--- config.mk ---
export PLATFORM = sky130hd
export DESIGN_NAME = match_controller_flat
export DESIGN_NICKNAME = d
export VERILOG_FILES = /design/src/rtl/match_controller_if.sv /design/src/rtl/match_controller.sv /design/src/flat_wrapper.sv
export SDC_FILE = /design/constraint.sdc
export NUM_CORES = 1
export LEC_CHECK = 0
export ABC_AREA = 1
export BUFFER_PORTS_ARGS = -buffer_cell sky130_fd_sc_hd__buf_2
export CORE_MARGIN = 2
export CORE_UTILIZATION = 40
export CTS_CLUSTER_SIZE = 30
export DETAILED_ROUTE_END_ITERATION = 16
export SKIP_LAST_GASP = 1
export SYNTH_ARGS = -nofsm -noshare
export SYNTH_HDL_FRONTEND = slang
export SYNTH_SLANG_ARGS = --single-unit
--- constraint.sdc ---
create_clock -name clk -period 2.25 [get_ports clk]
set_input_delay 0.45 -clock clk [delete_from_list [all_inputs] [get_ports clk]]
set_output_delay 0.45 -clock clk [all_outputs]
set_load 0.1 [all_outputs]
--- src/rtl/match_controller_if.sv ---
// Bundles the game-side inputs and HUD/timer-side outputs of the match controller.
// The controller uses the slave view and its environment uses the master view.
interface match_controller_if #(
    parameter int HP_W = 7
);
    logic            tick;
    logic            start_btn;
    logic            pause_btn;
    logic [HP_W-1:0] hp_p1;
    logic [HP_W-1:0] hp_p2;
    logic            timeout;

    logic            timer_rst;
    logic            timer_keep;
    logic            fight_en;
    logic [2:0]      state;
    logic [2:0]      round_num;
    logic [2:0]      p1_wins;
    logic [2:0]      p2_wins;
    logic [1:0]      round_winner;
    logic            match_over;
    logic [1:0]      match_winner;

    modport master (
        output tick, start_btn, pause_btn, hp_p1, hp_p2, timeout,
        input  timer_rst, timer_keep, fight_en, state, round_num,
               p1_wins, p2_wins, round_winner, match_over, match_winner
    );

    modport slave (
        input  tick, start_btn, pause_btn, hp_p1, hp_p2, timeout,
        output timer_rst, timer_keep, fight_en, state, round_num,
               p1_wins, p2_wins, round_winner, match_over, match_winner
    );
endinterface

--- src/rtl/match_controller.sv ---
// Round and match sequencer: runs intro/fight/pause/result phases, decides rounds
// from HP and timer expiry, and tracks wins across a best-of-N match.
module match_controller #(
    parameter int HP_W        = 7,
    parameter int WINS_NEEDED = 2,
    parameter int MAX_ROUNDS  = 5,
    parameter int INTRO_TICKS = 120,
    parameter int END_TICKS   = 180
) (
    input logic               clk,
    input logic               reset,
    match_controller_if.slave mc
);

    localparam int MAX_TICKS = (INTRO_TICKS > END_TICKS) ? INTRO_TICKS : END_TICKS;
    localparam int CNT_W     = $clog2(MAX_TICKS + 1);
    localparam logic [CNT_W-1:0] INTRO_LAST = CNT_W'(INTRO_TICKS - 1);
    localparam logic [CNT_W-1:0] END_LAST   = CNT_W'(END_TICKS - 1);

    typedef enum logic [2:0] {
        IDLE      = 3'd0,
        INTRO     = 3'd1,
        FIGHT     = 3'd2,
        PAUSED    = 3'd3,
        ROUND_END = 3'd4,
        MATCH_END = 3'd5
    } state_e;

    state_e           state_q, state_d;
    logic [CNT_W-1:0] cnt_q, cnt_d;
    logic [2:0]       roundNum_q, roundNum_d;
    logic [2:0]       p1Wins_q, p1Wins_d;
    logic [2:0]       p2Wins_q, p2Wins_d;
    logic [1:0]       roundWinner_q, roundWinner_d;
    logic             matchOver_q, matchOver_d;
    logic [1:0]       matchWinner_q, matchWinner_d;
    logic             timerRst_q, timerRst_d;
    logic             timerKeep_q, timerKeep_d;
    logic             fightEn_q, fightEn_d;
    logic             startLvl_q, startPrev_q;
    logic             pauseLvl_q, pausePrev_q;

    logic            startEdge, pauseEdge;
    logic [HP_W-1:0] hp1, hp2;
    logic            p1Dead, p2Dead;
    logic [1:0]      outcome;
    logic [1:0]      matchPick;
    logic            matchDone;

    assign startEdge = startLvl_q & ~startPrev_q;
    assign pauseEdge = pauseLvl_q & ~pausePrev_q;
    assign hp1       = mc.hp_p1;
    assign hp2       = mc.hp_p2;
    assign p1Dead    = (hp1 == '0);
    assign p2Dead    = (hp2 == '0);

    // A KO outranks the timer: {p1Dead, p2Dead} is already the winner code (10, 01 or 11).
    always_comb begin
        outcome = 2'b00;
        if (p1Dead || p2Dead) begin
            outcome = {p1Dead, p2Dead};
        end else if (mc.timeout) begin
            if (hp1 > hp2)      outcome = 2'b01;
            else if (hp2 > hp1) outcome = 2'b10;
            else                outcome = 2'b11;
        end
    end

    assign matchPick = (p1Wins_q > p2Wins_q) ? 2'b01 :
                       (p2Wins_q > p1Wins_q) ? 2'b10 : 2'b11;
    assign matchDone = (p1Wins_q == 3'(WINS_NEEDED)) || (p2Wins_q == 3'(WINS_NEEDED)) ||
                       (roundNum_q == 3'(MAX_ROUNDS));

    always_comb begin
        state_d       = state_q;
        cnt_d         = cnt_q;
        roundNum_d    = roundNum_q;
        p1Wins_d      = p1Wins_q;
        p2Wins_d      = p2Wins_q;
        roundWinner_d = roundWinner_q;
        matchWinner_d = matchWinner_q;

        case (state_q)
            IDLE: begin
                if (startEdge) begin
                    p1Wins_d   = '0;
                    p2Wins_d   = '0;
                    roundNum_d = 3'd1;
                    state_d    = INTRO;
                end
            end
            INTRO: begin
                if (mc.tick) begin
                    if (cnt_q == INTRO_LAST) state_d = FIGHT;
                    else                     cnt_d   = cnt_q + CNT_W'(1);
                end
            end
            FIGHT: begin
                if (outcome != 2'b00) begin
                    roundWinner_d = outcome;
                    if (outcome == 2'b01)      p1Wins_d = p1Wins_q + 3'd1;
                    else if (outcome == 2'b10) p2Wins_d = p2Wins_q + 3'd1;
                    state_d = ROUND_END;
                end else if (pauseEdge) begin
                    state_d = PAUSED;
                end
            end
            PAUSED: begin
                if (pauseEdge) state_d = FIGHT;
            end
            ROUND_END: begin
                if (mc.tick) begin
                    if (cnt_q == END_LAST) begin
                        if (matchDone) begin
                            matchWinner_d = matchPick;
                            state_d       = MATCH_END;
                        end else begin
                            roundNum_d = roundNum_q + 3'd1;
                            state_d    = INTRO;
                        end
                    end else begin
                        cnt_d = cnt_q + CNT_W'(1);
                    end
                end
            end
            MATCH_END: begin
                if (startEdge) begin
                    p1Wins_d      = '0;
                    p2Wins_d      = '0;
                    matchWinner_d = 2'b00;
                    roundWinner_d = 2'b00;
                    roundNum_d    = 3'd1;
                    state_d       = INTRO;
                end
            end
            default: state_d = IDLE;
        endcase

        // Every state entry restarts the tick count, and every intro starts with a timer clear.
        if (state_d != state_q) cnt_d = '0;
        if (state_d == INTRO && state_q != INTRO) roundWinner_d = 2'b00;

        timerRst_d  = (state_d == IDLE) || (state_d == INTRO && state_q != INTRO);
        timerKeep_d = (state_d != FIGHT);
        fightEn_d   = (state_d == FIGHT);
        matchOver_d = (state_d == MATCH_END);
    end

    always_ff @(posedge clk) begin
        if (!reset) begin
            state_q       <= IDLE;
            cnt_q         <= '0;
            roundNum_q    <= '0;
            p1Wins_q      <= '0;
            p2Wins_q      <= '0;
            roundWinner_q <= 2'b00;
            matchOver_q   <= 1'b0;
            matchWinner_q <= 2'b00;
            timerRst_q    <= 1'b1;
            timerKeep_q   <= 1'b1;
            fightEn_q     <= 1'b0;
            startLvl_q    <= 1'b0;
            startPrev_q   <= 1'b0;
            pauseLvl_q    <= 1'b0;
            pausePrev_q   <= 1'b0;
        end else begin
            state_q       <= state_d;
            cnt_q         <= cnt_d;
            roundNum_q    <= roundNum_d;
            p1Wins_q      <= p1Wins_d;
            p2Wins_q      <= p2Wins_d;
            roundWinner_q <= roundWinner_d;
            matchOver_q   <= matchOver_d;
            matchWinner_q <= matchWinner_d;
            timerRst_q    <= timerRst_d;
            timerKeep_q   <= timerKeep_d;
            fightEn_q     <= fightEn_d;
            startLvl_q    <= mc.start_btn;
            startPrev_q   <= startLvl_q;
            pauseLvl_q    <= mc.pause_btn;
            pausePrev_q   <= pauseLvl_q;
        end
    end

    assign mc.state        = state_q;
    assign mc.round_num    = roundNum_q;
    assign mc.p1_wins      = p1Wins_q;
    assign mc.p2_wins      = p2Wins_q;
    assign mc.round_winner = roundWinner_q;
    assign mc.match_over   = matchOver_q;
    assign mc.match_winner = matchWinner_q;
    assign mc.timer_rst    = timerRst_q;
    assign mc.timer_keep   = timerKeep_q;
    assign mc.fight_en     = fightEn_q;

endmodule

--- src/flat_wrapper.sv ---
// flat-port wrapper written by rule: the top's interface ports become plain ports
module match_controller_flat 
#(
    parameter int HP_W        = 7,
    parameter int WINS_NEEDED = 2,
    parameter int MAX_ROUNDS  = 5,
    parameter int INTRO_TICKS = 120,
    parameter int END_TICKS   = 180
)
  (clk, reset, mc_tick, mc_start_btn, mc_pause_btn, mc_hp_p1, mc_hp_p2, mc_timeout, mc_timer_rst, mc_timer_keep, mc_fight_en, mc_state, mc_round_num, mc_p1_wins, mc_p2_wins, mc_round_winner, mc_match_over, mc_match_winner);
  match_controller_if #(.HP_W(HP_W)) mc_i ();
  input logic clk;
  input logic reset;
  input wire logic [$bits(mc_i.tick)-1:0] mc_tick;
  input wire logic [$bits(mc_i.start_btn)-1:0] mc_start_btn;
  input wire logic [$bits(mc_i.pause_btn)-1:0] mc_pause_btn;
  input wire logic [$bits(mc_i.hp_p1)-1:0] mc_hp_p1;
  input wire logic [$bits(mc_i.hp_p2)-1:0] mc_hp_p2;
  input wire logic [$bits(mc_i.timeout)-1:0] mc_timeout;
  output wire logic [$bits(mc_i.timer_rst)-1:0] mc_timer_rst;
  output wire logic [$bits(mc_i.timer_keep)-1:0] mc_timer_keep;
  output wire logic [$bits(mc_i.fight_en)-1:0] mc_fight_en;
  output wire logic [$bits(mc_i.state)-1:0] mc_state;
  output wire logic [$bits(mc_i.round_num)-1:0] mc_round_num;
  output wire logic [$bits(mc_i.p1_wins)-1:0] mc_p1_wins;
  output wire logic [$bits(mc_i.p2_wins)-1:0] mc_p2_wins;
  output wire logic [$bits(mc_i.round_winner)-1:0] mc_round_winner;
  output wire logic [$bits(mc_i.match_over)-1:0] mc_match_over;
  output wire logic [$bits(mc_i.match_winner)-1:0] mc_match_winner;
  assign mc_i.tick = mc_tick;
  assign mc_i.start_btn = mc_start_btn;
  assign mc_i.pause_btn = mc_pause_btn;
  assign mc_i.hp_p1 = mc_hp_p1;
  assign mc_i.hp_p2 = mc_hp_p2;
  assign mc_i.timeout = mc_timeout;
  assign mc_timer_rst = mc_i.timer_rst;
  assign mc_timer_keep = mc_i.timer_keep;
  assign mc_fight_en = mc_i.fight_en;
  assign mc_state = mc_i.state;
  assign mc_round_num = mc_i.round_num;
  assign mc_p1_wins = mc_i.p1_wins;
  assign mc_p2_wins = mc_i.p2_wins;
  assign mc_round_winner = mc_i.round_winner;
  assign mc_match_over = mc_i.match_over;
  assign mc_match_winner = mc_i.match_winner;
  match_controller #(.HP_W(HP_W), .WINS_NEEDED(WINS_NEEDED), .MAX_ROUNDS(MAX_ROUNDS), .INTRO_TICKS(INTRO_TICKS), .END_TICKS(END_TICKS)) u_core (.clk(clk), .reset(reset), .mc(mc_i));
endmodule
==> impl_metrics.json, run 1 <==
{
  "fin_crit_sh": 0.8868,
  "clock_latency_ps": 290,
  "syn_nets": 354,
  "worstRegToRegCells": 9,
  "p_sw_uw": 477.1,
  "synth_edf_count": 0,
  "rsz0062_at_grt": "false",
  "startpoint_type": "input pin",
  "max_clock_freq_mhz": 501.2,
  "cts.sink_count": 32,
  "synth_cell_types": 28,
  "outcome": "finished, final reports clean",
  "yosys.area_share.simple": 0.3494,
  "worstPathRequired_ps": 2460,
  "maxSlewHeadroom": 0.6760,
  "arrival_ps": 2210,
  "maxCapViolations": 0,
  "synth-main-ff-cell": "dfxtp_1",
  "io_buffers": 39,
  "p_total_uw": 1399,
  "drt-wirelength-per-cell_um": 10.54,
  "synth_xor_area_frac": 0.02957,
  "cts_tree": "built",
  "die_h_um": 76.00,
  "slew_viol_final": 0,
  "drive_gt1_frac": 0.1846,
  "post-cts-setup-buffers": 0,
  "area_growth_pct": 17.80,
  "cp-end-kind": "register",
  "synth_cells": 317,
  "io_pins": 40,
  "ctsHoldBuffers": 0,
  "final-hold-violation-count": 0,
  "internal-power_uw": 921.8,
  "hold_class": "in -> reg",
  "finalSetupViolations": 0,
  "clockBufferDepth": 2,
  "htree_levels": 2,
  "crit_type": "in -> reg",
  "synth_top_area_frac": 0.3090,
  "gp_congestion": 0.7969,
  "via_count": 1956,
  "root_buffer": "clkbuf_8",
  "r2r_start": "u_core.mc.state[0]",
  "synth.area.mux_share": 0,
  "die_area_mm2": 0.005775,
  "critPathMaxFanout": 8,
  "nets": 399,
  "async_flop_share": 0,
  "hold_path.startpoint": "mc_start_btn",
  "vias_per_cell": 4.517,
  "cts_resized": 0,
  "reg2reg_slack_ps": 450,
  "antenna_found_initial": 0,
  "rows": 26,
  "synth-seq-area-share": 0.3090,
  "max_slew.worst_pin.slew_ps": 489.4,
  "dpl.cell_count": 425,
  "coreArea_mm2": 0.005042,
  "synth_top_area_cell": "dfxtp_1",
  "p_leak_uw": 0.001273,
  "grt_max_degree": 11,
  "netlist_top_cells_area": "dfxtp_1 (31%), nand2_1 (16%), inv_1 (12%), ha_1 (10%), nor2_1 (6.2%)",
  "dr.pass1.iters": 4,
  "drt_iter0_markers": 44,
  "whs_path_depth": 3,
  "path_clk_slew_ps": 70,
  "synth_seq_cells": 32,
  "grt-ovfl-total": 0,
  "initial_core_util": 0.4112,
  "grt_pass1_wl_um": 7714,
  "ant_nets": 0,
  "fin_crit_ps": 1995,
  "synthAdderAreaFrac": 0.1026,
  "synth_compound_area_frac": 0.08147,
  "max-vdd-ir-drop_v": 0.0003168,
  "syn_area_mm2": 0.002073,
  "cts_buffers": 5,
  "wl_um": 4562,
  "dp_hpwl_um": 3674,
  "synth_top_family_by_area": "simple AND/OR/NAND/NOR gates",
  "power_frac_clock": 0.336,
  "stdcell_count": 433,
  "clock_skew_ps": 8.167,
  "p_comb_frac": 0.233,
  "avgSynthCellArea_um2": 6.540,
  "hold_end": "u_core.startLvl_q",
  "seq_power_share": 0.430,
  "yosys_warnings": 0,
  "yosysMostFrequentCell": "nand2_1",
  "drc": 0,
  "grt.total_usage": 0.1657,
  "diodes": 0,
  "pre_cts_slack_ps": -44.48,
  "synth_common_cells": "nand2_1 (87), inv_1 (64), nor2_1 (34), dfxtp_1 (32), ha_1 (17)",
  "worstReg2RegEnd": "u_core.mc.p1_wins[1]",
  "p_per_area_mw_per_mm2": 572.7,
  "setup_ws_ps": 254.7,
  "p_sw_frac": 0.3410,
  "grt_pass1_vias": 1823,
  "die_x_um": 76.00
}
kinds of logic after synthesis:
family / Yosys count
xor+xnor: 7
compound gates: 30
simple gates: 163
buf+inv: 68
flops: 32
fa+ha+maj: 17
worst max-delay path by stage:
stage / slack [ps] / endpoint / start / depth (start not counted)
final: 250 / u_core.cnt_q[5] / mc_hp_p2[6] / 14
after floorplan: 40 / u_core.cnt_q[0] / u_core.mc.state[0] / 8
after detailed placement: -40 / u_core.cnt_q[0] / mc_hp_p2[6] / 14
after CTS: 250 / u_core.cnt_q[0] / mc_hp_p2[6] / 14
after global placement: 40 / u_core.cnt_q[5] / mc_hp_p2[6] / 13
after global routing: 40 / u_core.cnt_q[5] / mc_hp_p2[6] / 15
through the flow:
stage	instance area, um2	hold WS [ps]	setup TNS, ps	util
5_1_grt	2442	341.1	0	0.4844
6_report	2442	343.8	0	0.4844
4_1_cts	2442	337.1	0	0.4844
2_1_floorplan	2079	407.1	0	-
3_5_place_dp	2349	422.3	-267.1	0.4658
3_3_place_gp	2349	417.9	0	0.4658
cell usage in the layout (no fill, tap or decap), types with 2 or more instances in the layout:
cell type	instances
xnor2_1	4
nor2_1	34
clkbuf_8	6
nand2_1	87
nand3_1	14
inv_2	2
inv_1	64
dfxtp_2	5
ha_1	17
nand4_1	4
o21ai_0	6
o21bai_1	2
xor2_1	3
nor3_1	11
nor2_4	2
a21oi_1	16
buf_2	39
nor2_2	4
nor3_2	4
dfxtp_1	27
sequential cells by signal (all words and copies together) (netlist names):
| register | cells |
|---|---|
| u_core.mc.round_num | 3 |
| u_core.mc.p1_wins | 3 |
| u_core.mc.timer_rst | 1 |
| u_core.pauseLvl_q | 1 |
| u_core.mc.match_winner | 2 |
| u_core.startPrev_q | 1 |
| u_core.mc.state | 3 |
| u_core.mc.round_winner | 2 |
| u_core.mc.match_over | 1 |
| u_core.pausePrev_q | 1 |
| u_core.mc.p2_wins | 3 |
| u_core.mc.timer_keep | 1 |
| u_core.cnt_q | 8 |
| u_core.mc.fight_en | 1 |
| u_core.startLvl_q | 1 |
layout make-up:
class,count,area (um2)
fill,547,2600
tap,70,87.58
timing repair buffer,39,195.2
clock buffer,7,86.33
clock inverter,1,7.507
multi-input combinational,217,1167
inverter,67,251.5
sequential,32,646.9
critical path, cell delays in order:
cell and delay [ps]:
buf_2 90, inv_1 40, ha_1 300, nand2_1 90, inv_1 40, a21oi_1 140
nand2_1 80, nand2_1 60, nand2_1 70, nor2_2 160, nand2_1 130, nand3_1 90
nand3_1 240, nor3_1 240
power groups by stage:
stage | clock network, uW | registers, uW | logic, uW
floorplan | 0 | 698 | 173
CTS | 482 | 602 | 331
detailed placement | 0 | 614 | 329
global placement | 0 | 614 | 328
global route | 506 | 604 | 365
finish | 471 | 602 | 327
per-layer routing:
| metal | wire (um) | global-route usage |
|---|---|---|
| met1 | 2204 | 0.1928 |
| met4 | 118 | 0.09091 |
| met2 | 2098 | 0.2813 |
| met5 | 0 | 0 |
| met3 | 141 | 0.03910 |
No activity file was read; power rests on OpenSTA's default activity.
==> run 2: changes to the inputs <==
==> constraint.sdc (replaced) <==
create_clock -name clk -period 2.25 [get_ports clk]
set_input_delay 0.1125 -clock clk [delete_from_list [all_inputs] [get_ports clk]]
set_output_delay 0.1125 -clock clk [all_outputs]
set_load 0.1 [all_outputs]
==> impl_metrics.json, run 2 (same netlist as run 1, synthesis figures left out) <==
{
  "grt.total_usage": 0.1711,
  "worstPathRequired_ps": 2460,
  "io_buffers": 39,
  "fin_crit_sh": 0.8084,
  "cts.sink_count": 32,
  "cp-end-kind": "register",
  "rsz0062_at_grt": "false",
  "clock_skew_ps": 7.038,
  "max_clock_freq_mhz": 549.8,
  "p_sw_frac": 0.3113,
  "drive_gt1_frac": 0.1863,
  "drc": 0,
  "worst-path-buf-inv": 2,
  "via_count": 1969,
  "setup_ws_ps": 431.1,
  "area_growth_pct": 20.34,
  "coreArea_mm2": 0.005042,
  "finalSetupViolations": 0,
  "nets": 401,
  "final-hold-violation-count": 0,
  "p_per_area_mw_per_mm2": 620.7,
  "rows": 26,
  "vias_per_cell": 4.526,
  "fillers": 533,
  "dpl.cell_count": 425,
  "layout_common_cells": "nand2_1 (87), inv_1 (64), buf_2 (39)",
  "critical_path.top_delay_family": "simple AND/OR/NAND/NOR gates",
  "max_slew.worst_pin.slew_ps": 490.4,
  "pre_cts_slack_ps": 262.4,
  "outcome": "finished, final reports clean",
  "maxSlewHeadroom": 0.6753,
  "slew_viol_final": 0,
  "largest-register": "u_core.cnt_q",
  "htree_levels": 2,
  "fin_crit_ps": 1819,
  "crit_type": "reg -> reg",
  "dp_hpwl_um": 3657,
  "wl_um": 4612,
  "p_comb_frac": 0.213,
  "grt-ovfl-total": 0,
  "drt-wirelength-per-cell_um": 10.60,
  "power_frac_clock": 0.399,
  "clockBufferDepth": 2,
  "gp_congestion": 0.8174,
  "maxCapViolations": 0,
  "root_buffer": "clkbuf_8",
  "grt_pass1_vias": 1888,
  "grt_max_degree": 11,
  "io_pins": 40,
  "die_x_um": 76.00,
  "initial_core_util": 0.4112,
  "ant_nets": 0,
  "die_h_um": 76.00,
  "mostFrequentLayoutCell": "nand2_1",
  "seq_power_share": 0.388,
  "drt_iter0_markers": 56,
  "largest_register_ffs": 8,
  "post-cts-setup-buffers": 0,
  "hold_class": "in -> reg",
  "antenna_found_initial": 0,
  "max-vdd-ir-drop_v": 0.0002469,
  "internal-power_uw": 1067,
  "crit_path_cell_trace": "ha_1 > nand2_1 > nor2_1 > nand2_1 > inv_1 > nand2_1 > inv_1 > o21bai_1 > nand2_1 > nand2_1 > nand3_1 > nor3_1",
  "critPathSlowestCell": "dfxtp_1",
  "stdcell_count": 435,
  "cts_tree": "built",
  "cts_buffers": 5,
  "cpPeakStageDelay_ps": 340,
  "dr.pass1.iters": 4,
  "startpoint_type": "register",
  "grt_pass1_wl_um": 8038,
  "p_leak_uw": 0.001301,
  "clock_latency_ps": 290,
  "fin_tns_setup_ps": 0,
  "diodes": 0,
  "arrival_ps": 2030,
  "critPathMaxFanout": 8,
  "path_clk_slew_ps": 70,
  "die_area_mm2": 0.005775,
  "cp_common_cell": "nand2_1",
  "p_sw_uw": 482.1
}
==> run 2: cell types whose count changed in the layout (fill, tap and decap cells not counted) <==
cell / before / now
bufinv_16: 0 / 1
clkbuf_8: 6 / 7
dlygate4sd3_1: 0 / 2
clkbuf_1: 1 / 0
clkinvlp_4: 1 / 0
==> run 2: cell type report <==
| type | count | area [um2] | share of cell area |
|---|---|---|---|
| Multi-Input combinational cell | 217 | 1167 | 0.4679 |
| Sequential cell | 32 | 646.9 | 0.2593 |
| Inverter | 67 | 251.5 | 0.1008 |
| Timing Repair Buffer | 41 | 215.2 | 0.08626 |
| Clock buffer | 7 | 96.34 | 0.03862 |
| Tap cell | 70 | 87.58 | 0.03511 |
| Clock inverter | 1 | 30.03 | 0.01204 |
==> run 2: repair_timing <==
item,CTS,global route
endpoints found under the hold margin,2,0
resized for setup,0,0
hold buffers,2,0
==> run 2: stage by stage <==
step | util | hold slack [ps] | area [um2] | total power (uW)
floorplan | - | 210.1 | 2079 | 871.6
global placement | 0.4658 | 296.5 | 2349 | 942.6
detailed placement | 0.4658 | 305.4 | 2349 | 943.8
CTS | 0.4948 | 135.7 | 2495 | 1564
global route | 0.4948 | 150.0 | 2495 | 1631
finish | 0.4948 | 136.6 | 2495 | 1549
==> run 2: worst register-to-register path: cells and delay by family, from the launching register on <==
kind,cells,cell delay (ps)
buffers and inverters,2,90
AOI/OAI and AO/OA,1,120
DFF,1,340
adders and majority gates,1,270
and+or+nand+nor,8,940
==> run 2: final timing paths <==
check                         start                  to  slack (ps)  cells after the start
hold reg to reg   u_core.pauseLvl_q  u_core.pausePrev_q         430                      2
hold / removal                reset  u_core.startPrev_q         140                      3
setup / recovery    u_core.cnt_q[0]     u_core.cnt_q[6]         430                     12
setup reg to reg    u_core.cnt_q[0]     u_core.cnt_q[6]         430                     12
==> run 2: power by group through the flow <==
stage	Combinational [uW]	Clock (uW)	Sequential [uW]
6_report	329	618	602
5_1_grt	370	656	605
4_1_cts	333	630	602
3_5_place_dp	329	0	615
3_3_place_gp	328	0	614
2_1_floorplan	173	0	698
==> run 2: routing by layer <==
metal,share of wire,up-vias,wire length [um],global-route usage
li1,-,1074,-,-
met1,0.49,862,2276,0.2110
met2,0.46,24,2103,0.2866
met3,0.029,9,132,0.03791
met4,0.021,0,99,0.07636
met5,0,-,0,0
==> run 3: changes to the inputs <==
Settings changed: ABC_AREA 1 to 0.
Clock period 2.25 ns to 1.5 ns, I/O delays scaled along.
==> impl_metrics.json, run 3 <==
{
  "yosys.area_share.simple": 0.2792,
  "hold_path.startpoint": "mc_timeout",
  "dr_wl_met3_um": 224,
  "slew_viol_final": 0,
  "cpPeakStageDelay_ps": 360,
  "critical_path.top_delay_family": "compound AO/OA/AOI/OAI gates",
  "synthAdderAreaFrac": 0.1004,
  "fin_crit_ps": 1909,
  "p_leak_uw": 0.001424,
  "synth.area.mux_share": 0.02834,
  "coreArea_mm2": 0.005107,
  "grt_max_degree": 13,
  "finalSetupViolations": 25,
  "synth_edf_count": 0,
  "largest-register": "u_core.cnt_q",
  "die_x_um": 76.80,
  "critical_path.startpoint": "u_core.cnt_q[1]",
  "outcome": "finished with violations",
  "mostFrequentLayoutCell": "buf_4",
  "post-route-util": 0.6563,
  "area_growth_pct": 58.15,
  "setup_ws_ps": -408.9,
  "arrival_ps": 2070,
  "layout_common_cells": "buf_4 (52), buf_2 (39), nand2_1 (23)",
  "synth-seq-area-share": 0.3022,
  "grt_pass1_wl_um": 9446,
  "startpoint_type": "register",
  "syn_area_mm2": 0.002120,
  "critPathSlowestCell": "dfxtp_2",
  "drive_gt1_frac": 0.5170,
  "largest_register_ffs": 8,
  "r2r_start": "u_core.cnt_q[1]",
  "dr.pass1.iters": 4,
  "synth_compound_area_frac": 0.2102,
  "final-hold-violation-count": 0,
  "wl_um": 5860,
  "io_pins": 40,
  "dp_hpwl_um": 4256,
  "worstPathRequired_ps": 1660,
  "place_area_mm2": 0.002902,
  "synth_seq_cells": 32,
  "io_buffers": 39,
  "async_flop_share": 0,
  "max_clock_freq_mhz": 523.9,
  "avgSynthCellArea_um2": 8.547,
  "hold_class": "in -> reg",
  "synth_top_family_by_area": "simple AND/OR/NAND/NOR gates",
  "crit_type": "reg -> reg",
  "met2WireLength_um": 2826,
  "crit_path_cell_trace": "ha_4 > buf_6 > nand4b_1 > buf_4 > o311a_4 > o211ai_1 > xor2_1 > nor4_1",
  "max-vdd-ir-drop_v": 0.0006076,
  "fin_crit_sh": 1.273,
  "grt.total_usage": 0.1971,
  "die_h_um": 76.80,
  "rows": 26,
  "synth_common_cells": "dfxtp_1 (32), nand2_1 (23), inv_1 (18), ha_1 (17), nor4_1 (13)",
  "syn_nets": 285,
  "die_area_mm2": 0.005897,
  "drc": 0,
  "synth_top_area_frac": 0.3022,
  "maxSlewHeadroom": 0.6799,
  "nets": 388,
  "cts.sink_count": 32,
  "drt_iter0_markers": 81,
  "pre_cts_slack_ps": -437.8,
  "critPathMaxFanout": 7,
  "diodes": 0,
  "violations": "setup timing",
  "netlist_top_cells_area": "dfxtp_1 (30%), ha_1 (10%), nand2_1 (4.1%), nor4_1 (3.8%), inv_1 (3.2%)",
  "root_buffer": "clkbuf_8",
  "rsz0062_at_grt": "true",
  "clock_skew_ps": 9.837,
  "max_slew.worst_pin.slew_ps": 476.5,
  "grt-ovfl-total": 0,
  "grt_pass1_vias": 2132,
  "top_layer": "met4",
  "vias_per_cell": 5.306,
  "antenna_found_initial": 0,
  "yosysMostFrequentCell": "dfxtp_1",
  "yosys_warnings": 0,
  "wl_met1_um": 2739,
  "cts_buffers": 5,
  "synth_cell_types": 57,
  "cts_tree": "built",
  "ant_nets": 0,
  "synth-main-ff-cell": "dfxtp_1",
  "drt-wirelength-per-cell_um": 13.89,
  "p_per_area_mw_per_mm2": 618.0,
  "maxCapViolations": 0,
  "design_area_mm2": 0.003352,
  "gp_congestion": 0.8807,
  "synth_xor_area_frac": 0.02893,
  "path_clk_slew_ps": 70,
  "synth_cells": 248,
  "clock_latency_ps": 290,
  "initial_core_util": 0.4150,
  "synth_top_area_cell": "dfxtp_1",
  "worst-path-buf-inv": 2,
  "htree_levels": 2,
  "clockBufferDepth": 2,
  "cp-end-kind": "register",
  "via_count": 2239
}
-- run 3: tightest hold or removal path: stages --
cell and delay, ps:
buf_2 100, nor3_1 80, nand2_1 100, a21oi_2 60
-- run 3: area by class of cell --
type                            count  area (um2)
Timing Repair Buffer              103       718.2
Clock buffer                        5       68.82
Tap cell                           70       87.58
Fill cell                         429        1755
Inverter                           18       70.07
Clock inverter                      3       41.29
Multi-Input combinational cell    191        1683
Sequential cell                    32       683.2
-- run 3: power by group --
part	switching [uW]	internal (uW)	total, uW	leakage [uW]
clock network	338	492	830	0.0000585
logic	237	147	384	0.00110
registers	6.89	851	858	0.000269
-- run 3: cell families (layout without fill, tap and decap cells) --
| group | count (synthesis) | count (layout) |
|---|---|---|
| AND/OR/NAND/NOR | 101 | 101 |
| AO/OA/AOI/OAI | 60 | 60 |
| flip-flops | 32 | 32 |
| buffers and inverters | 25 | 129 |
| adder cells (fa/ha/maj) | 17 | 17 |
| XOR/XNOR | 7 | 7 |
| multiplexers | 6 | 6 |
-- run 3: final timing paths --
check | end | cells past startpoint | slack (ps)
worst max-delay path | u_core.cnt_q[3] | 8 | -410
worst min-delay path | u_core.mc.state[1] | 4 | 150
worst min register to register | u_core.pausePrev_q | 1 | 460
worst max register to register | u_core.cnt_q[3] | 8 | -410
-- run 3: layer usage --
layer / track usage / up-vias
met3: 0.03882 / 7
met5: 0 / -
met1: 0.2574 / 1047
li1: - / 1135
met4: 0.07091 / 0
met2: 0.3219 / 50
-- run 3: metrics by stage --
stage               instances  hold WS, ps  power, uW  setup TNS (ps)
floorplan                 248        202.3       1093           -7565
global placement          407        279.0       1205           -6183
detailed placement        407        284.3       1208           -6735
CTS                       421        117.9       2067           -5256
global route              422        174.4       2168           -8400
finish                    422        154.2       2071           -6275
-- run 3: repair_timing --
| action | CTS | global route |
|---|---|---|
| pin swaps | 23 | 18 |
| gates resized for setup | 28 | 32 |
| hold endpoints to repair | 2 | 0 |
| cloned | 0 | 0 |
| hold buffers | 2 | 0 |
| setup endpoints to repair | 27 | 28 |
| setup buffers | 5 | 4 |
